$ cat config.mk
export PLATFORM = sky130hd
export DESIGN_NAME = shift_sequencer_flat
export DESIGN_NICKNAME = d
export VERILOG_FILES = /design/src/rtl/shift_sequencer_pkg.sv /design/src/rtl/shift_sequencer_if.sv /design/src/rtl/shift_sequencer_shifter.sv /design/src/rtl/shift_sequencer.sv /design/src/flat_wrapper.sv
export SDC_FILE = /design/constraint.sdc
export NUM_CORES = 1
export LEC_CHECK = 0
export CAP_MARGIN = 10
export CORE_MARGIN = 8
export CORE_UTILIZATION = 43
export DETAILED_ROUTE_END_ITERATION = 12
export PLACE_DENSITY = 0.68
export SKIP_LAST_GASP = 1
export SYNTH_ARGS = -nofsm -noshare
export SYNTH_HDL_FRONTEND = slang
export SYNTH_HIERARCHICAL = 1
export SYNTH_SLANG_ARGS = --single-unit
$ cat constraint.sdc
create_clock -name clk -period 4.1 [get_ports clk]
set_input_delay 0.615 -clock clk [delete_from_list [all_inputs] [get_ports clk]]
set_output_delay 0.615 -clock clk [all_outputs]
set_load 0.01 [all_outputs]
$ cat src/rtl/shift_sequencer_pkg.sv
// Shared datapath constants for the shift sequencer: default width,
// sequencer state encoding and the single-step shift direction codes.
package shift_sequencer_pkg;

   localparam int DEFAULT_WIDTH = 16;

   typedef enum logic [1:0] {
      ST_IDLE  = 2'd0,
      ST_SHIFT = 2'd1,
      ST_DONE  = 2'd2
   } seq_state_t;

   // Direction is carried as a signed step: +1 moves bits up, -1 moves them down.
   localparam logic signed [1:0] DIR_LEFT  = 2'sb01;
   localparam logic signed [1:0] DIR_RIGHT = 2'sb11;

endpackage

$ cat src/rtl/shift_sequencer_if.sv
// Request/response bundle between a requester and the shift sequencer.
interface shift_sequencer_if #(
   parameter int WIDTH = shift_sequencer_pkg::DEFAULT_WIDTH
);
   logic             start;
   logic [WIDTH-1:0] src;
   logic [WIDTH-1:0] shiftAmount;
   logic             shiftType;
   logic             busy;
   logic             done;
   logic [WIDTH-1:0] result;

   modport master (
      output start, src, shiftAmount, shiftType,
      input  busy, done, result
   );

   modport slave (
      input  start, src, shiftAmount, shiftType,
      output busy, done, result
   );
endinterface

$ cat src/rtl/shift_sequencer_shifter.sv
// Single-bit shifter: moves src one place left or right. Right shifts fill
// the vacated MSB with zero (logical) or with the current MSB (arithmetic);
// left shifts always fill the LSB with zero.
module shift_sequencer_shifter
   import shift_sequencer_pkg::*;
#(
   parameter int WIDTH = DEFAULT_WIDTH
) (
   input  logic [WIDTH-1:0]  src,
   input  logic signed [1:0] shiftDirection,
   input  logic              shiftType,
   output logic [WIDTH-1:0]  dst
);

   logic move_left;
   logic fill_msb;

   assign move_left = (shiftDirection == DIR_LEFT);
   assign fill_msb  = shiftType ? 1'b0 : src[WIDTH-1];

   genvar gi;
   generate
      // Each output bit picks its lower or upper neighbour depending on direction.
      for (gi = 0; gi < WIDTH; gi++) begin : g_bit
         logic from_lo;
         logic from_hi;
         if (gi == 0) begin : g_lo_edge
            assign from_lo = 1'b0;
         end else begin : g_lo_mid
            assign from_lo = src[gi-1];
         end
         if (gi == WIDTH - 1) begin : g_hi_edge
            assign from_hi = fill_msb;
         end else begin : g_hi_mid
            assign from_hi = src[gi+1];
         end
         assign dst[gi] = move_left ? from_lo : from_hi;
      end
   endgenerate

endmodule

$ cat src/rtl/shift_sequencer.sv
// Multi-cycle shifter: accepts a signed shift count, saturates its magnitude
// to WIDTH and applies it one bit per clock through the single-bit shifter.
module shift_sequencer
   import shift_sequencer_pkg::*;
#(
   parameter int WIDTH = DEFAULT_WIDTH
) (
   input logic              clk,
   input logic              reset,
   shift_sequencer_if.slave bus
);

   localparam int CNT_W = $clog2(WIDTH + 1);

   seq_state_t        state_reg, state_next;
   logic [WIDTH-1:0]  acc_reg, acc_next;
   logic [CNT_W-1:0]  count_reg, count_next;
   logic              type_reg, type_next;
   logic              right_reg, right_next;
   logic [WIDTH-1:0]  result_reg, result_next;
   logic              busy_reg;
   logic              done_reg;

   logic [WIDTH:0]    amt_ext;
   logic [WIDTH:0]    amt_mag;
   logic [CNT_W-1:0]  amt_count;
   logic signed [1:0] dir;
   logic [WIDTH-1:0]  shifted;

   // Magnitude is formed one bit wider than the operand so the most negative
   // count has a representable absolute value before saturation.
   assign amt_ext   = {bus.shiftAmount[WIDTH-1], bus.shiftAmount};
   assign amt_mag   = amt_ext[WIDTH] ? (~amt_ext + (WIDTH+1)'(1)) : amt_ext;
   assign amt_count = (amt_mag > (WIDTH+1)'(WIDTH)) ? CNT_W'(WIDTH)
                                                    : amt_mag[CNT_W-1:0];

   assign dir = right_reg ? DIR_RIGHT : DIR_LEFT;

   shift_sequencer_shifter #(
      .WIDTH (WIDTH)
   ) u_shifter (
      .src            (acc_reg),
      .shiftDirection (dir),
      .shiftType      (type_reg),
      .dst            (shifted)
   );

   // Next-state and datapath selection for the IDLE/SHIFT/DONE sequence.
   always_comb begin
      state_next  = state_reg;
      acc_next    = acc_reg;
      count_next  = count_reg;
      type_next   = type_reg;
      right_next  = right_reg;
      result_next = result_reg;
      case (state_reg)
         ST_IDLE: begin
            if (bus.start) begin
               acc_next   = bus.src;
               type_next  = bus.shiftType;
               right_next = bus.shiftAmount[WIDTH-1];
               count_next = amt_count;
               if (amt_count == '0) begin
                  state_next  = ST_DONE;
                  result_next = bus.src;
               end else begin
                  state_next = ST_SHIFT;
               end
            end
         end
         ST_SHIFT: begin
            acc_next   = shifted;
            count_next = count_reg - CNT_W'(1);
            if (count_reg == CNT_W'(1)) begin
               state_next  = ST_DONE;
               result_next = shifted;
            end
         end
         ST_DONE: begin
            state_next = ST_IDLE;
         end
         default: begin
            state_next = ST_IDLE;
         end
      endcase
   end

   // State registers; busy/done are registered from the next state so they
   // line up with the state they describe.
   always_ff @(posedge clk) begin
      if (reset) begin
         state_reg  <= ST_IDLE;
         acc_reg    <= '0;
         count_reg  <= '0;
         type_reg   <= 1'b0;
         right_reg  <= 1'b0;
         result_reg <= '0;
         busy_reg   <= 1'b0;
         done_reg   <= 1'b0;
      end else begin
         state_reg  <= state_next;
         acc_reg    <= acc_next;
         count_reg  <= count_next;
         type_reg   <= type_next;
         right_reg  <= right_next;
         result_reg <= result_next;
         busy_reg   <= (state_next != ST_IDLE);
         done_reg   <= (state_next == ST_DONE);
      end
   end

   assign bus.busy   = busy_reg;
   assign bus.done   = done_reg;
   assign bus.result = result_reg;

endmodule

$ cat src/flat_wrapper.sv
// flat-port wrapper written by rule: the top's interface ports become plain ports
module shift_sequencer_flat import shift_sequencer_pkg::*;
#(
   parameter int WIDTH = DEFAULT_WIDTH
)
  (clk, reset, bus_start, bus_src, bus_shiftAmount, bus_shiftType, bus_busy, bus_done, bus_result);
  shift_sequencer_if #(.WIDTH(WIDTH)) bus_i ();
  input logic clk;
  input logic reset;
  input wire logic [$bits(bus_i.start)-1:0] bus_start;
  input wire logic [$bits(bus_i.src)-1:0] bus_src;
  input wire logic [$bits(bus_i.shiftAmount)-1:0] bus_shiftAmount;
  input wire logic [$bits(bus_i.shiftType)-1:0] bus_shiftType;
  output wire logic [$bits(bus_i.busy)-1:0] bus_busy;
  output wire logic [$bits(bus_i.done)-1:0] bus_done;
  output wire logic [$bits(bus_i.result)-1:0] bus_result;
  assign bus_i.start = bus_start;
  assign bus_i.src = bus_src;
  assign bus_i.shiftAmount = bus_shiftAmount;
  assign bus_i.shiftType = bus_shiftType;
  assign bus_busy = bus_i.busy;
  assign bus_done = bus_i.done;
  assign bus_result = bus_i.result;
  shift_sequencer #(.WIDTH(WIDTH)) u_core (.clk(clk), .reset(reset), .bus(bus_i));
endmodule
## Word-level counts from Yosys, hierarchy flattened

Cells that the tools add are included.

- Register bits: 43
- Input port bits: 36
- Output and inout bits: 18
- Logic and storage cells: 58

- $add $sub $neg: 2
- $lt $le $gt $ge: 1
- Eq/ne operators: 7
- Muxes and demuxes: 32
- Bitwise gates (word level): 1
- Reduce and logical (&&, ||, !) cells: 7

Operator list:

| cell | number |
|---|---|
| 16-bit two-way mux | 4 |
| 16-bit one-hot mux with 2 select lines | 2 |
| 17-bit by 1-bit adder with 17-bit output (second input constant) | 1 |
| 17-bit by 5-bit greater-than comparator with 1-bit output (second input constant) | 1 |
| 1-bit two-way mux | 17 |
| 17-bit two-way mux | 1 |
| 17-bit NOT | 1 |
| 5-bit two-way mux | 2 |
| 5-bit one-hot mux with 2 select lines | 1 |
| 2-bit two-way mux | 4 |
| 5-bit by 1-bit equality test with 1-bit output (second input constant) | 1 |
| 5-bit logical NOT | 1 |
| 5-bit by 1-bit subtractor with 5-bit output (second input constant) | 1 |
| 2-bit equality test (second input constant) | 2 |
| 2-bit by 1-bit inequality test with 1-bit output (second input constant) | 2 |
| 2-bit one-hot mux with 2 select lines | 1 |
| 2-bit AND reduction | 2 |
| 4-bit AND reduction | 1 |
| 2-bit nonzero test | 2 |
| 2-bit by 1-bit equality test with 1-bit output (second input constant) | 1 |
| 2-bit logical NOT | 1 |
| 2-bit inequality test (second input constant) | 1 |

## Longest topological paths before layout

Gate-level depths: netlist of run 1.

- Word-level depth: 10
- Depth in mapped cells: 10
- Gate-level depth less buffers: 9

## By module

Netlist of run 1, hierarchy kept.

By module, submodules not included:

| module | instances | cells each | area an instance (um2) | seq. area each (um2) |
|---|---|---|---|---|
| shift_sequencer | 1 | 283 | 2413.6 | 860.8 |
| shift_sequencer_shifter | 1 | 20 | 260.2 | 0.0 |

## Worst setup path after synthesis of run 1

OpenSTA, ideal clock, no wires.

- Kind: input port to flip-flop
- Start: input bus_shiftAmount[1]
- End: register u_core.result_reg[5] (netlist: u_core/bus.result[5])
- Setup time: 0.070 ns
- Arrival time: 3.053 ns
- Required time: 4.030 ns
- Path slack: 0.977 ns
- Cell stages on the path: 10
- Cells stage by stage: inv_1 -> ha_1 -> or3b_2 -> nor4_1 -> mux2_2 -> a31oi_1 -> nor4_4 -> nor3_2 -> buf_6 -> o2bb2ai_1

- Longest elaborated chain between the ends: 8

Ends and longest elaborated chain:

| what | line | RTL |
|---|---|---|
| from (decl) | flat_wrapper.sv:12 | `input wire logic [$bits(bus_i.shiftAmount)-1:0] bus_shiftAmount;` |
| 17-bit NOT | shift_sequencer.sv:33 | `assign amt_mag = amt_ext[WIDTH] ? (~amt_ext + (WIDTH+1)'(1)) : amt_ext;` |
| 17-bit by 1-bit adder with 17-bit output | shift_sequencer.sv:33 |  |
| 17-bit two-way mux * | shift_sequencer.sv:33 |  |
| 17-bit by 5-bit greater-than comparator with 1-bit output | shift_sequencer.sv:34 | `assign amt_count = (amt_mag > (WIDTH+1)'(WIDTH)) ? CNT_W'(WIDTH)` |
| 5-bit two-way mux * | shift_sequencer.sv:34 |  |
| 5-bit logical NOT * | shift_sequencer.sv:63 | `if (amt_count == '0) begin` |
| 2-bit by 1-bit inequality test with 1-bit output (no line) * | n/a |  |
| 4-bit AND reduction (no line) * | n/a |  |
| to (signal assigned) | shift_sequencer.sv:106 | `result_reg <= result_next;` |
| to (decl) | shift_sequencer.sv:20 | `logic [WIDTH-1:0] result_reg, result_next;` |

Every way passes the cells marked *; elsewhere a longest branch is shown, timed or not.
A chain may end at the register's enable or synchronous reset.

## Worst setup path after layout of run 1

- Start: input bus_shiftAmount[0]
- End: register u_core.result_reg[0] (netlist: u_core/bus.result[0])

The elaborated chain is that of the path after synthesis.

==> results.txt, run 1 <==
* Result of the run: finished clean
- Final Core Density: 0.568
- Entering global routing, the biggest net connects 25 pins.
- Worst reg2reg startpoint: u_core/state_reg[1]$_SDFF_PP0_
* CTS hold repair buffers: 0
- Detailed Route WL: roughly 6.7 mm
* Max cap viols: 0
* Net count, final: 389
* Clk sinks: 43
- The cell area that synthesis handed to floorplanning was 0.00267 mm².
- Synth area leader: sky130_fd_sc_hd__dfxtp_1
- Initial antenna violation count: 0
* Critical Path, Cell by Cell: clkdlybuf4s50_1 > inv_1 > ha_1 > or3b_2 > nor4_1 > mux2_2 > a31oi_1 > nor4_4 > nor3_2 > buf_4 > o2bb2ai_1
* Static Leakage: 1.25 nW
- The worst pin sits at a relative slew slack of 0.396.
- The worst setup path is launched from a primary input.
- The via count of the first global-routing pass came to 2365.
- From synthesis to final layout, the design area changed by 26.6%.
- Synthesized netlist cell count: 303
- Number of warnings issued by yosys: 6
- Maximum cell stage delay along the critical path: 0.50 ns
* Number of H-tree levels: 2
- In this run the worst hold path is classified as reg -> reg.
- In this run the tool buffered the top-level ports with between 50 and 60 buffer cells.
* Total core area: ~0.0060 mm²
* Shortest clock period the worst path allows after layout: 3.51 ns
- Across all hold checks on the routed design, the worst slack comes to roughly 0.46 ns.
- For this design the ratio of total power to cell area is 333 mW/mm².
- Counting the buffers created by CTS gives 5.
- Based on the critical path, the design can be clocked at up to between 200 and 300 MHz.
- The worst hold path begins at u_core/right_reg$_SDFFE_PP0P_.
- Post-layout worst setup margin: 0.588 ns
* Clock input transition at the sequential cells of the worst setup and hold paths: about 0.08 ns
- Count of unique library cells instantiated by Yosys: 55
* DR vias: about 2400
* Vias per inst: around 5.6
- The worst register-to-register path ends at u_core/bus.result[0]$_SDFFE_PP0P_.
- For this run, the register share of the synthesized area comes to 0.322.
* DRC violation count after routing: 0
* Unrepaired setup endpoints after global routing: false
* Proportion of layout cells with a drive suffix above 1: 0.148
- Endpoint of the worst hold path: u_core/right_reg$_SDFFE_PP0P_
- Setup Skew: around 0.0084 ns
- Cell class contributing the biggest share of worst-path delay: simple AND/OR/NAND/NOR gates
- Number of search-and-repair iterations in the first detailed-routing pass: 4
- Placed cell area: 0.00325 mm²
- Together, buffers and inverters on the worst path number 3.
- By area the synthesized netlist is led by sky130_fd_sc_hd__dfxtp_1, sky130_fd_sc_hd__mux2i_1, sky130_fd_sc_hd__nand2_1, sky130_fd_sc_hd__a311oi_1, sky130_fd_sc_hd__mux2_4.
* Detail Route Antenna Nets: 0
* Total track usage: 0.154
* Worst hold path depth: 2
* Total nets after synthesis: 342
- The congestion estimate from routability-driven global placement came to 0.901.
- Yosys mapped a number of flops with a built-in enable equal to 0.
- In this run the post-CTS setup repair buffer count came out at 0.
- Most common cell after layout, fill and taps aside: sky130_fd_sc_hd__clkdlybuf4s50_1
- CP Capture Type: register
- The initial utilization of the core area, before any placement, comes to 0.449.
- Setup violations remaining at the end of the flow were counted as 0.
* Synthesis-stage register bit count: 43
- The final-report max-slew violation count is 0.
- In the final routed layout, each cell accounts on average for 15.8 µm.
* Synth top area share: 0.322
- Dividing the final minimum period by the clock period gives 0.857.
- Top fanout value on the critical path: 16
- Cells resized by post-CTS repair: 0
- Average size of a mapped cell: 8.82 µm²
- Async set-or-reset flop fraction in the synthesized netlist: 0
- Top_reg_cell synth: sky130_fd_sc_hd__dfxtp_1
- After routing, the total negative slack on setup checks comes to 0 ns.
* Buffer depth of the longest clock path: 2
* Arrival time reported for the critical path endpoint: between 3 and 4 ns
* Start-to-end type of the worst setup path: in -> reg
- The top cell types in the final layout, fill and taps aside, are sky130_fd_sc_hd__clkdlybuf4s50_1, sky130_fd_sc_hd__nand2_1, sky130_fd_sc_hd__dfxtp_1.
* Rows: 28
* Width of the die: 94.9 µm
* I/O pin cnt: 54
- The finished cells cover between 0.003 and 0.004 mm².
- TritonCTS built the clock tree.
* Number of violations reported at the end of detailed-routing iteration 0: 150
* Transition time at the pin with the least slew margin: 0.907 ns
* Post-DP HPWL: about 4.9 mm
- Clock latency on the worst-skew pair, taken at its later pin, is 0.29 ns.
- Minimum setup slack among reg-to-reg paths: 2.05 ns
* Root cell of the clock tree: sky130_fd_sc_hd__clkbuf_8
- Die extent in y: 94.9 µm
- N_diodes: 0
- The die covers 0.00900 mm².
- Required time of the critical path: 4.32 ns
* Slowest stage cell on the critical path: sky130_fd_sc_hd__clkdlybuf4s50_1
- Global-route wire length before repair: 11.4 mm
- Placement-stage worst setup slack: 0.301 ns
* Fin. Hold Viols: 0
- Worst reg2reg path depth: 5
* Aggregate global routing overflow: 0
* IR Drop Worst-Case VDD: 0.189 mV
tightest hold or removal path, stage by stage (launching register included):
cell and delay, ns:
sky130_fd_sc_hd__dfxtp_1 0.31, sky130_fd_sc_hd__nand2_1 0.05, sky130_fd_sc_hd__a21oi_1 0.05
power by group:
group	total [W]	switching (W)	internal, W	leakage [nW]
Combinational	0.000270	0.000138	0.000131	0.835
Sequential	0.000470	0.0000231	0.000446	0.352
Clock	0.000387	0.000143	0.000244	0.0654
metrics by stage:
step           power, W  instances
6_report        0.00113        426
5_1_grt         0.00118        426
4_1_cts         0.00113        426
3_5_place_dp   0.000747        418
3_3_place_gp   0.000743        418
2_1_floorplan  0.000659        303
final cells by class:
| type | count | area [µm²] |
|---|---|---|
| fill | 557 | 2570 |
| multi-input combinational | 230 | 1660 |
| sequential | 43 | 861 |
| timing repair buffer | 60 | 596 |
| tap | 75 | 93.8 |
| clock buffer | 6 | 72.6 |
| clock inverter | 2 | 60.1 |
| inverter | 10 | 37.5 |
worst max path at each step:
stage	from	to	slack [ns]	cells past startpoint
after floorplan	bus_shiftAmount[1]	u_core/bus.result[5]$_SDFFE_PP0P_	0.98	10
after global placement	bus_shiftAmount[0]	u_core/bus.result[14]$_SDFFE_PP0P_	0.36	11
after detailed placement	bus_shiftAmount[0]	u_core/bus.result[3]$_SDFFE_PP0P_	0.30	11
after CTS	bus_shiftAmount[0]	u_core/bus.result[0]$_SDFFE_PP0P_	0.61	11
after global routing	bus_shiftAmount[0]	u_core/bus.result[3]$_SDFFE_PP0P_	0.40	11
final	bus_shiftAmount[0]	u_core/bus.result[0]$_SDFFE_PP0P_	0.59	11
cell usage after synthesis (all sizes together) (2+ instances only):
cell type  count
nand2b         4
mux2          16
a31oi          5
mux2i         17
nor2b          2
or3            3
ha             3
clkbuf        14
a311oi        16
or3b           2
a21oi          8
nand4          2
nor2          33
or4            4
nor4           4
nor3          11
inv           10
nand3          3
buf            6
dfxtp         43
o21ai          8
a41oi          2
o2bb2ai       19
xnor2          6
nor3b          2
nand2         44
per-layer routing:
metal  vias up  share of wire  routed length (µm)  track usage
met4         0          0.011                  72       0.0624
li1       1204              -                   -            -
met3         4          0.065                 434       0.0397
met1      1112           0.46                3090        0.202
met2        70           0.46                3120        0.234
met5         -              0                   0            0
cell families (layout without fill, tap and decap cells):
logic type      Yosys count  in the layout  share of synthesized area
compound gates           70             70                      0.223
xor+xnor                  6              6                     0.0197
fa+ha+maj                 3              3                     0.0140
buf+inv                  30             78                     0.0585
flops                    43             43                      0.322
mux                      33             33                      0.144
other cells               1              1                    0.00140
simple gates            117            117                      0.218
(Power assumes the default switching activity.)
==> run 2, diff against run 1 <==
CORE_MARGIN = unset   (was 8)
==> run 2 against run 1 <==
  * Sequential share of layout area grew 0.36 points
  * Combinational power is essentially flat
  * Critical path depth is the same
  * Worst hold slack gained 0.0031 ns
==> results.txt, run 2 (synthesis gave the netlist of run 1 again) <==
- The flow ran to the end, and the final reports show no timing, DRC or antenna violations.
* Port buffer count: 53 (unchanged)
- The highest clock rate was 282 MHz (-1.0%).
- PwrDens: 301 mW/mm² (-9.5%)
- The worst-case setup margin in the final layout is 0.553 ns (-0.0353 ns).
* Number of buffers inserted by post-CTS setup repair: 0 (unchanged)
- The final-report max-slew violation count is 0 (unchanged).
- The worst-path maximum fanout came to 16 (unchanged).
* Number of search-and-repair iterations in the first detailed-routing pass: 4 (unchanged)
- Normalized max-slew margin: 0.385 (-0.0102)
- The count of vias placed by the detailed router was 2413 (+0.96%).
- The global-route wire length before repair was 10.4 mm (-9.1%).
- The insertion delay of the later-clocked pin in the worst-skew pair was 0.29 ns (about the same).
- Final worst path period share: 0.865 (+0.00861)
* Max cap viols: 0 (unchanged)
- The setup clock skew after layout came to 0.00919 ns (+0.000786 ns).
* Cells resized by post-CTS repair: 0 (unchanged)
- The initial DRC count came to 138 (-8.0%).
- Area of all placed cells without fillers: 0.00334 mm² (-1.4%)
* Element type at the critical path start: primary input
* TritonCTS buffer count: 5 (unchanged)
* Most common cell after layout, fill and taps aside: sky130_fd_sc_hd__clkdlybuf4s50_1
* Die extent in y: 80.9 µm (-15%)
- Required time of the critical path: 4.32 ns (about the same)
* Global placer's final weighted congestion: 0.885 (-1.8%)
- N_diodes: 0 (unchanged)
* Aggregate global routing overflow: 0 (unchanged)
- The final number of hold-violating endpoints came to 0 (unchanged).
- The number of sinks driven by the clock tree came to 43 (unchanged).
* Width of the die: 80.9 µm (-15%)
- Sum of negative setup slack: 0 ns (unchanged)
* Post-DP HPWL: 4.55 mm (-6.6%)
* Start-to-end type of the worst setup path: in -> reg
- Placement-stage worst setup slack: 0.299 ns (-0.00238 ns)
- Static Leakage: 1.23 nW (-1.9%)
- The share of post-route cells with drive strength above 1 came to 0.148 (unchanged).
* Overall power of the completed layout: 0.00100 W (-11%)
- The H-tree depth reported by CTS was 2 (unchanged).
- The detail-routed via count per cell was 5.66 (+0.96%).
- The hold path depth came to 2 (unchanged).
- Detailed Route WL: 6.37 mm (-5.2%)
- Arrival time reported for the critical path endpoint: 3.77 ns (+0.04 ns)
- Placed cell area: 0.00325 mm² (unchanged)
- Transition time at the pin with the least slew margin: 0.922 ns (+0.0153 ns)
* Unrepaired setup endpoints after global routing: false
- Rows: 28 (unchanged)
- Clock input transition at the sequential cells of the worst setup and hold paths: 0.08 ns (about the same)
- Total core area: 0.00596 mm² (unchanged)
- In the layout the commonest cells are sky130_fd_sc_hd__clkdlybuf4s50_1, sky130_fd_sc_hd__nand2_1, sky130_fd_sc_hd__dfxtp_1.
* Layout Area Growth over Synthesis: 24.8%
* Root cell of the clock tree: sky130_fd_sc_hd__clkbuf_8
- The hold buffer count at cts is 0 (unchanged).
* Shortest clock period the worst path allows after layout: 3.55 ns (+0.0353 ns)
- The total global routing track utilization was 0.201 (+0.0468).
* I/O pin cnt: 54 (unchanged)
- The utilization after layout came to 0.560 (-0.00798).
- The maximum buffer depth of the clock tree was 2 (unchanged).
- The detailed-route DRC error count was 0 (unchanged).
* Pin count of the biggest net entering global routing: 25 (unchanged)
- Starting utilization of the core area: 0.449 (unchanged)
* CP Capture Type: register
* Detail Route Antenna Nets: 0 (unchanged)
- The net count of the finished layout is 389 (unchanged).
- Routed WL per cell: 14.9 µm (-5.2%)
- TritonCTS built the clock tree.
* IR Drop Worst-Case VDD: 0.125 mV (-34%)
- The tightest min-delay check is of the reg -> reg type.
- Worst reg2reg path depth: 5 (unchanged)
- Full die area: 0.00654 mm² (-27%)
- # setup viols final: 0 (unchanged)
- Vias in the first global route: 2227 (-5.8%)
* Initial antenna violation count: 0 (unchanged)
[run 2: changes by cell type in the layout (fill, tap and decap cells not counted)]
cell and change:
sky130_fd_sc_hd__bufinv_16 -2, sky130_fd_sc_hd__clkinv_2 +1, sky130_fd_sc_hd__clkinvlp_4 +1
[run 2: per-stage QoR]
step                hold WS, ns  cells
CTS                       0.467    426
finish                    0.464    426
global placement          0.443    418
detailed placement        0.456    418
global route              0.490    426
floorplan                 0.437    303
[run 2: final cells by class]
type	instances	area, µm²
clock buffers	6	72.6
clock inverters	2	12.5
fillers	571	2620
inverters	10	37.5
multi-input cells	230	1660
flip-flops and latches	43	861
well taps	75	93.8
repair buffers	60	596
[run 2: worst max-delay path, cell delays in order]
cell and delay, ns:
sky130_fd_sc_hd__clkdlybuf4s50_1 0.50, sky130_fd_sc_hd__inv_1 0.10, sky130_fd_sc_hd__ha_1 0.23, sky130_fd_sc_hd__or3b_2 0.48, sky130_fd_sc_hd__nor4_1 0.43, sky130_fd_sc_hd__mux2_2 0.40
sky130_fd_sc_hd__a31oi_1 0.31, sky130_fd_sc_hd__nor4_4 0.11, sky130_fd_sc_hd__nor3_2 0.15, sky130_fd_sc_hd__buf_4 0.28, sky130_fd_sc_hd__o2bb2ai_1 0.15
[run 2: layer usage]
layer / vias up / part of all wire / wire length (µm) / GRT usage
met1: 1125 / 0.48 / 3050 / 0.268
met2: 66 / 0.45 / 2890 / 0.324
met4: 0 / 0.014 / 89 / 0.0625
met3: 12 / 0.054 / 341 / 0.0393
met5: - / 0 / 0 / 0
li1: 1210 / - / - / -
[run 2: where the power goes]
group	switching, W	internal (W)	total [W]
clock	0.000146	0.000119	0.000265
sequential	0.0000225	0.000446	0.000469
combinational	0.000140	0.000131	0.000271
total	0.000308	0.000697	0.00100
[run 2: worst paths after layout]
kind / start / end / slack [ns]
worst max-delay path: bus_shiftAmount[0] / u_core/bus.result[0]$_SDFFE_PP0P_ / 0.55
worst min-delay path: u_core/right_reg$_SDFFE_PP0P_ / u_core/right_reg$_SDFFE_PP0P_ / 0.46
worst max register to register: u_core/state_reg[1]$_SDFF_PP0_ / u_core/bus.result[0]$_SDFFE_PP0P_ / 2.05
worst min register to register: u_core/right_reg$_SDFFE_PP0P_ / u_core/right_reg$_SDFFE_PP0P_ / 0.46
==> run 3, diff against run 2 <==
CORE_MARGIN = 2   (was unset)
clock period = 3.7 ns   (was 4.1 ns; I/O delays follow)
==> run 3 against run 2 <==
  * Clock power increased by 33%
  * Largest power group unchanged
  * Non-clock buffer count increased by 7
  * Register-to-register slack got worse by 0.24 ns
  * Sequential power increased by 11%
  * First-iteration DRC count decreased by 5.8%
  * Critical path depth unchanged
==> results.txt, run 3 (synthesis gave the netlist of run 1 again) <==
- Detail Route Antenna Nets: 0 (unchanged)
* Pin count of the biggest net entering global routing: 40 (+60%)
- Post-layout worst setup margin: 0.370 ns (-0.183 ns)
* Transition time at the pin with the least slew margin: 0.739 ns (-0.183 ns)
- The iteration count of the initial detailed-routing pass is 4 (unchanged).
* IR Drop Worst-Case VDD: 0.200 mV (+60%)
* Layout Area Growth over Synthesis: 27.4%
- The total number of placement rows came to 28 (unchanged).
- PwrDens: 345 mW/mm² (+14%)
- Static timing analysis puts the maximum clock frequency at 300 MHz.
- Required time of the critical path: 3.92 ns (-0.40 ns)
- The cell area reported after detailed placement is 0.00330 mm² (+1.6%).
* Max cap viols: 0 (unchanged)
- The net count of the finished layout was 396 (+1.8%).
- # setup viols final: 0 (unchanged)
- TritonCTS buffer count: 5 (unchanged)
- Slowest stage cell on the critical path: sky130_fd_sc_hd__or3b_2
- TritonCTS built the clock tree.
* Total track usage: 0.191 (-0.00974)
- The signal on the critical path passes through clkdlybuf4s50_1 > inv_1 > ha_1 > or3b_2 > nor4_1 > mux2_2 > a31oi_1 > nor4_4 > nor3_2 > buf_4 > o2bb2ai_1.
- Clock input transition at the sequential cells of the worst setup and hold paths: 0.07 ns (about the same)
- Static Leakage: 1.27 nW (+3.5%)
- DR vias: 2383 (-1.2%)
* Vias in the first global route: 2335 (+4.8%)
* Cells resized by post-CTS repair: 0 (unchanged)
- Commonest non-fill, non-tap cells in the layout: sky130_fd_sc_hd__clkdlybuf4s50_1, sky130_fd_sc_hd__nand2_1, sky130_fd_sc_hd__dfxtp_1
- The H-tree depth reported by CTS came to 2 (unchanged).
- The insertion delay of the later-clocked pin in the worst-skew pair was 0.29 ns (about the same).
- The final setup TNS is 0 ns (unchanged).
- The minimum setup slack after placement was 0.0769 ns (-0.222 ns).
- The post-layout instance area was 0.00341 mm² (+2.1%).
- The run finished with clean final reports.
- The library cell used most frequently in the layout, excluding fill and tap cells, is sky130_fd_sc_hd__clkdlybuf4s50_1.
- The last weighted congestion value of the routability-driven placer came to 0.873 (-1.4%).
- The hold buffer count at cts is 0 (unchanged).
- Top fanout value on the critical path: 8 (-8)
- Number of fill cells: 560 (-1.9%)
* Initial antenna violation count: 0 (unchanged)
* Setup Skew: 0.00554 ns (-0.00364 ns)
- The core area came to 0.00596 mm² (unchanged).
* Normalized max-slew margin: 0.505 (+0.120)
- Vias per inst: 5.52 (-2.6%)
* Overall power of the completed layout: 0.00117 W (+17%)
- Clk sinks: 43 (unchanged)
* Element type at the critical path start: primary input
- Buffer depth of the longest clock path: 2 (unchanged)
- After layout, the minimum clock period comes to 3.33 ns.
- Maximum cell stage delay along the critical path: 0.49 ns (about the same)
- The data arrival time of the critical path is 3.55 ns (-0.22 ns).
- The wire length after detailed routing is 6.25 mm (-1.9%).
- The global-route wire length before repair is 11.1 mm (+6.9%).
- Number of violations reported at the end of detailed-routing iteration 0: 130 (-5.8%)
- Aggregate global routing overflow: 0 (unchanged)
- The half-perimeter wire length after placement came to 4.54 mm (about the same).
- Number of buffers inserted by post-CTS setup repair: 0 (unchanged)
- Proportion of layout cells with a drive suffix above 1: 0.162 (+0.0143)
- The final number of hold-violating endpoints is 0 (unchanged).
- The die extent in x was 82.9 µm (+2.5%).
- CP Capture Type: register
* Starting utilization of the core area: 0.449 (unchanged)
- Root cell of the clock tree: sky130_fd_sc_hd__clkbuf_8
- The routed wirelength normalized by instance count was 14.5 µm (-3.3%).
* I/O pin cnt: 54 (unchanged)
- The path class of the tightest hold or removal check is reg -> reg.
* N_diodes: 0 (unchanged)
- The detailed-route DRC error count is 0 (unchanged).
* Full die area: 0.00686 mm² (+5.0%)
* Final count of pins violating max slew: 0 (unchanged)
* Die extent in y: 82.9 µm (+2.5%)
- The setup path with the least slack is of type in -> reg.
* Unrepaired setup endpoints after global routing: false
- Final worst path period share: 0.900
* Port buffer count: 53 (unchanged)
==> run 3: layout make-up <==
class | count | area, µm² | area share
Clock buffer | 6 | 72.6 | 0.0213
Clock inverter | 1 | 30.0 | 0.00881
Inverter | 10 | 37.5 | 0.0110
Multi-Input combinational cell | 230 | 1660 | 0.488
Sequential cell | 43 | 861 | 0.253
Tap cell | 75 | 93.8 | 0.0275
Timing Repair Buffer | 67 | 648 | 0.190
==> run 3: final timing paths <==
path                                                      from                                 end  slack (ns)  cells after the start
worst max register to register  u_core/state_reg[0]$_SDFF_PP0_    u_core/count_reg[4]$_SDFFE_PP0P_        1.81                      5
worst min-delay path              u_core/type_reg$_SDFFE_PP0P_        u_core/type_reg$_SDFFE_PP0P_        0.46                      2
worst min register to register    u_core/type_reg$_SDFFE_PP0P_        u_core/type_reg$_SDFFE_PP0P_        0.46                      2
worst max-delay path                        bus_shiftAmount[1]  u_core/bus.result[15]$_SDFFE_PP0P_        0.37                     11
==> run 3: worst max-delay path: cells and delay by family <==
kind / cells / cell delay [ns]
mux: 1 / 0.38
simple gates: 4 / 1.16
fa+ha+maj: 1 / 0.24
compound gates: 2 / 0.45
buf+inv: 3 / 0.76
==> run 3: routing by layer <==
metal / share of wire / track usage / vias to the layer above
met5: 0 / 0 / -
met4: 0.010 / 0.0537 / 0
met3: 0.033 / 0.0368 / 4
met2: 0.47 / 0.321 / 44
met1: 0.49 / 0.250 / 1115
li1: - / - / 1220
==> run 3: where the power goes <==
part / switching, W / leakage, nW / internal (W)
Sequential: 0.0000256 / 0.352 / 0.000495
Combinational: 0.000153 / 0.868 / 0.000149
Clock: 0.000155 / 0.0513 / 0.000198
==> run 3: per-stage QoR <==
stage | std cells | util | hold slack [ns]
finish | 432 | 0.572 | 0.464
floorplan | 303 | - | 0.437
global route | 432 | 0.572 | 0.489
CTS | 432 | 0.572 | 0.467
detailed placement | 425 | 0.555 | 0.449
global placement | 425 | 0.555 | 0.442
==> variant 1 (config.mk and constraints of run 1) <==
Reset style: asynchronous (`reset`), changed in one clocked block.
--- a/src/rtl/shift_sequencer.sv
+++ b/src/rtl/shift_sequencer.sv
@@ -87,7 +87,7 @@
 
    // State registers; busy/done are registered from the next state so they
    // line up with the state they describe.
-   always_ff @(posedge clk) begin
+   always_ff @(posedge clk or posedge reset) begin
       if (reset) begin
          state_reg  <= ST_IDLE;
          acc_reg    <= '0;
Function: differs if reset is asserted again (counterexample within 4 cycles, from zero or initial values and one cycle with reset high); with reset held inactive, the same outputs for 10 cycles.
==> variant 1 against run 1 <==
  * Maximum frequency is 4.7% higher
  * Non-clock buffer count is 3 lower
  * Synthesized area is 0.23% higher
  * Via count is 3.5% lower
  * Routed wire length is 4.7% lower
  * Setup slack better by 0.16 ns
  * Clock skew is 0.0023 ns higher
  * First-iteration DRC count is 28% higher
  * Count of clock-buffer cells in the layout is 1 lower
  * Sequential cell count stayed put
  * Final area is 1.4% lower
  * Largest cell class unchanged
  * Highest routed layer unchanged
Power is not compared: it rests on default switching activity, and its combinational part moved more than twofold at a synthesized area within 25%.
==> variant 1: results (changes against run 1) <==
[synthesis]
synth_xor_area_share_pct=0.9804  ; was 1.965%
ys_seq_area_share_pct=40.15  ; was 32.19%
syn_inst=279  ; was 303
synth.area.mux_share_pct=8.310  ; was 14.37%
synth-compound-area-share_pct=23.53  ; was 22.27%
synth_cell_types=54  ; was 55
syn_nets=318  ; was 342
synthAdderAreaFrac_pct=1.401  ; was 1.404%
yosys-top-cells-area=dfrtp_1 (40%), o32a_1 (6.7%), nand2_1 (5.7%), mux2_4 (5.0%), o21a_1 (4.5%)  ; was dfxtp_1 (32%), mux2i_1 (6.4%), nand2_1 (6.2%), a311oi_1 (5.2%), mux2_4 (5.1%)

[place]
dp.cells=392  ; was 418
dpl.hpwl_um=4485  ; was 4869 um
routabilityCongestion=0.9065  ; was 0.9007
dpl_cell_area_um2=3226  ; was 3252 um2

[global_route]
grt_pass1_vias=2367  ; was 2365
grtUsageTotal_pct=14.77  ; was 15.39%
grt_max_degree=55  ; was 25
grt_pass1_wl_um=10930  ; was 11390 um

[finish]
fill_cells=545  ; was 557
layout-drive-gt1-share_pct=11.08  ; was 14.81%
instances_no_fill=400  ; was 426
final_nets=363  ; was 389

[detailed_routing]
post_drt_wl_per_cell_um=16.01  ; was 15.77 um
vias_per_cell=5.768  ; was 5.610
drtIter0Drc=192  ; was 150
firstDrtPassIters=4  ; unchanged

[timing]
slew_headroom_pct=34.21  ; was 39.56%
finalClockSkew_ns=0.01069  ; was 0.008401 ns
tns_ns=0  ; unchanged

[run_status]
status=complete, no violations  ; unchanged

[worst_setup_path]
worstPathArrival_ns=3.59  ; was 3.73 ns
crit_fanout=18  ; was 16
rrSetupSlack_ns=1.90  ; was 2.05 ns

==> variant 1: layer usage <==
metal	global-route usage, %	up-vias	part of all wire, %
met1	19.45	1119	46
met3	3.175	4	5.7
met4	4.161	0	1.0
li1	-	1119	-
met2	23.81	65	47
met5	0	-	0
==> variant 1: power breakdown <==
part           internal, mW  total, mW  switching, mW  leakage, nW
combinational         0.523      0.988          0.464        0.788
sequential            0.632      0.767          0.135        0.492
clock                 0.182      0.332          0.151       0.0581
==> variant 1: worst paths after layout <==
check / from / end / cells after the start
worst min register to register: u_core/state_reg[1]$_DFF_PP0_ / u_core/state_reg[0]$_DFF_PP0_ / 1
worst max register to register: u_core/count_reg[1]$_DFFE_PP0P_ / u_core/bus.result[10]$_DFFE_PP0P_ / 5
worst min-delay path: u_core/state_reg[1]$_DFF_PP0_ / u_core/state_reg[0]$_DFF_PP0_ / 1
max in group asynchronous: reset / u_core/acc_reg[7]$_DFFE_PP0P_ / 3
worst max-delay path: bus_shiftAmount[0] / u_core/bus.result[10]$_DFFE_PP0P_ / 10
min in group asynchronous: reset / u_core/bus.result[0]$_DFFE_PP0P_ / 3
==> variant 1: cell type report <==
| cell class | count | share of cell area [%] |
|---|---|---|
| inverter | 8 | 0.8996 |
| sequential | 43 | 32.23 |
| clock inverter | 3 | 1.312 |
| timing repair buffer | 57 | 16.79 |
| clock buffer | 5 | 2.061 |
| multi-input combinational | 209 | 43.89 |
| tap | 75 | 2.811 |
==> variant 1: through the flow <==
| stage | hold slack [ns] | worst slack [ns] | util, % |
|---|---|---|---|
| after floorplan | 0.4460 | 1.292 | - |
| after global placement | 0.4605 | 0.5212 | 53.84 |
| after detailed placement | 0.4754 | 0.4603 | 53.84 |
| after CTS | 0.4875 | 0.7570 | 55.72 |
| after global routing | 0.5194 | 0.4736 | 55.72 |
| final | 0.4919 | 0.7445 | 55.72 |
==> variant 1: cell families after synthesis <==
kind of cell               count (synthesis)
DFF                                       43
muxes                                     17
other                                      1
AOI/OAI and AO/OA                         80
buffers and inverters                     27
adders and majority gates                  3
and+or+nand+nor                          105
xor gates and xnor gates                   3
==> variant 2 (config.mk and constraints of run 1) <==
Made on the original files. Set the package constant `DEFAULT_WIDTH` to 64 (it was 16).
--- a/src/rtl/shift_sequencer_pkg.sv
+++ b/src/rtl/shift_sequencer_pkg.sv
@@ -2,7 +2,7 @@
 // sequencer state encoding and the single-step shift direction codes.
 package shift_sequencer_pkg;
 
-   localparam int DEFAULT_WIDTH = 16;
+   localparam int DEFAULT_WIDTH = 64;
 
    typedef enum logic [1:0] {
       ST_IDLE  = 2'd0,
Ports: changed (resized bus_result, bus_shiftAmount and bus_src); port bits go from 54 to 198. The function was not compared with the original's and may differ.
==> variant 2 against run 1 <==
  * Final area grew to 4.6 times the old value
  * Sequential power grew to 3.9 times the old value
  * Sequential cell count is 98 higher
  * Register-to-register slack worse by 0.72 ns
  * Sequential share of layout area is 7.4 points lower
  * Clock skew is 0.0067 ns higher
  * Maximum frequency is 12% lower
  * Total power grew to 4.7 times the old value
  * Synthesized area grew to 4.3 times the old value
  * Routed wire length grew to 6.7 times the old value
  * Setup slack worse by 0.50 ns
  * Synthesized cell count grew to 5.3 times the old value
==> variant 2: results (changes against run 1) <==
[run_status]
status=complete, no violations  ; unchanged

[place]
dpl_cell_area_um2=14870  ; was 3252 um2
portBuffers=197  ; was 53
routabilityCongestion=0.9813  ; was 0.9007
dpl.hpwl_um=32170  ; was 4869 um

[finish]
layout-drive-gt1-share_pct=18.24  ; was 14.81%
final_nets=1981  ; was 389
instances_no_fill=2201  ; was 426

[detailed_routing]
post_drt_wl_per_cell_um=20.34  ; was 15.77 um
drtIter0Drc=1192  ; was 150
vias_per_cell=6.180  ; was 5.610
firstDrtPassIters=8  ; was 4

[worst_setup_path]
r2r-start=u_core/state_reg[1]$_SDFF_PP0_  ; unchanged
slowest_stage=or4_4  ; was clkdlybuf4s50_1
rrSetupSlack_ns=1.33  ; was 2.05 ns
crit_fanout=6  ; was 16
critPathMaxStageDelay_ns=0.63  ; was 0.50 ns
reg2reg_depth=7  ; was 5
rr_endpoint=u_core/bus.result[9]$_SDFFE_PP0P_  ; was u_core/bus.result[0]$_SDFFE_PP0P_
worstPathArrival_ns=4.35  ; was 3.73 ns

[synthesis]
synth_cell_types=71  ; was 55
yosys_warnings=6  ; unchanged
synth-compound-area-share_pct=22.71  ; was 22.27%
syn_nets=1732  ; was 342
avgSynthCellArea_um2=7.212  ; was 8.824 um2
ys_seq_area_share_pct=24.51  ; was 32.19%
async_flop_share_pct=0  ; unchanged
synthAdderAreaFrac_pct=0.3259  ; was 1.404%
synth_xor_area_share_pct=0.8365  ; was 1.965%
yosys-top-cells-area=dfxtp_1 (25%), mux2_4 (7.7%), nor3_1 (7.0%), nand3_1 (6.3%), a311oi_1 (5.6%)  ; was dfxtp_1 (32%), mux2i_1 (6.4%), nand2_1 (6.2%), a311oi_1 (5.2%), mux2_4 (5.1%)
synth_ff_type=dfxtp_1  ; unchanged
synthTopCellsByCount=nand2_1 (163), nor3_1 (162), nand3_1 (145)  ; was nand2_1 (44), dfxtp_1 (43), nor2_1 (33)
synth.area.mux_share_pct=8.789  ; was 14.37%

[timing]
finalClockSkew_ns=0.01505  ; was 0.008401 ns
tightest_slew_ns=1.093  ; was 0.9066 ns
tns_ns=0  ; unchanged

[pwr]
peakVddDrop_mv=0.3089  ; was 0.1892 mV
p_leak_nw=5.920  ; was 1.252 nW
netSwitchingFraction_pct=34.32  ; was 27.09%

[flow_run]
cap_viol_max_count=0  ; unchanged

[min_path]
hp-start=u_core/right_reg$_SDFFE_PP0P_  ; unchanged
hold_end=u_core/right_reg$_SDFFE_PP0P_  ; unchanged
min_path_type=reg2reg  ; unchanged
hold_path_depth=2  ; unchanged

[clock_tree]
cts_made_buffers=17  ; was 5
cts_root_buf=clkbuf_16  ; was clkbuf_8
cts.clk_slew.worst_paths_ns=0.07
cts_buffer_depth=2  ; unchanged
htreeDepth=4  ; was 2
clk_latency_ns=0.43  ; was 0.29 ns

[global_route]
grt_pass1_vias=13060  ; was 2365
grt_max_degree=124  ; was 25
antenna_found_initial=2  ; was 0
grt_pass1_wl_um=72290  ; was 11390 um
grtUsageTotal_pct=26.66  ; was 15.39%

==> variant 2: power groups by stage <==
stage | combinational [mW] | clock, mW | sequential, mW
final | 1.87 | 1.55 | 1.82
after global routing | 2.02 | 1.62 | 1.86
after CTS | 1.86 | 1.56 | 1.82
after detailed placement | 1.85 | 0 | 1.85
after global placement | 1.81 | 0 | 1.85
after floorplan | 0.971 | 0 | 1.87
==> variant 2: cell type report <==
type                       instances  area, um2
antenna                            1      2.502
clock buffer                      18      439.2
clock inverter                    14      145.1
fill                            2445      11030
inverter                          14      52.55
multi-input combinational       1275       8019
sequential                       141       2823
tap                              341      426.7
timing repair buffer             397       3716
==> variant 2: timing repair <==
item                       in CTS  in global routing
pin swaps                       0                 15
buffers inserted                0                  4
hold buffers                    0                  0
cloned                          0                  0
gates resized for setup         3                 30
setup endpoints to repair      73                 73
==> variant 2: worst max-delay path by stage <==
stage / start / to / slack, ns / cells after the start
finish: bus_shiftAmount[32] / u_core/count_reg[0]$_SDFFE_PP0P_ / 0.09 / 10
global route: bus_shiftAmount[3] / u_core/count_reg[0]$_SDFFE_PP0P_ / 0.03 / 10
CTS: bus_shiftAmount[0] / u_core/state_reg[0]$_SDFF_PP0_ / 0.02 / 11
detailed placement: bus_shiftAmount[0] / u_core/state_reg[0]$_SDFF_PP0_ / -0.61 / 11
global placement: bus_shiftAmount[0] / u_core/count_reg[0]$_SDFFE_PP0P_ / -0.60 / 10
floorplan: bus_shiftAmount[8] / u_core/count_reg[0]$_SDFFE_PP0P_ / -0.04 / 12
==> variant 2: critical path, delay by kind of cell <==
kind            cells  cell delay, ns
buf+inv             1            0.42
simple gates        6            2.93
compound gates      3            0.37
==> variant 2: stage by stage <==
stage	setup WS [ns]	hold slack, ns	total power [mW]
after floorplan	-0.03849	0.4367	2.842
after global placement	-0.6049	0.4445	3.660
after detailed placement	-0.6126	0.4557	3.699
after CTS	0.01971	0.4658	5.239
after global routing	0.03367	0.5033	5.503
final	0.09258	0.4700	5.247
==> variant 2: cells by family (layout without fill, tap and decap cells) <==
logic type                 Yosys count  in the layout
xor gates and xnor gates            11             11
DFF                                141            141
other                                1              2
adders and majority gates            3              3
buffers and inverters              181            443
muxes                               71             71
and+or+nand+nor                    800            800
AOI/OAI and AO/OA                  389            389
==> variant 2: routing by layer <==
layer | part of all wire (%) | vias to the layer above | track usage (%) | wire [um]
met2 | 47 | 550 | 44.25 | 21150
li1 | - | 6500 | - | -
met5 | 0.029 | - | 0 | 13
met4 | 2.5 | 2 | 8.670 | 1140
met3 | 6.4 | 79 | 4.798 | 2871
met1 | 44 | 6472 | 34.49 | 19590
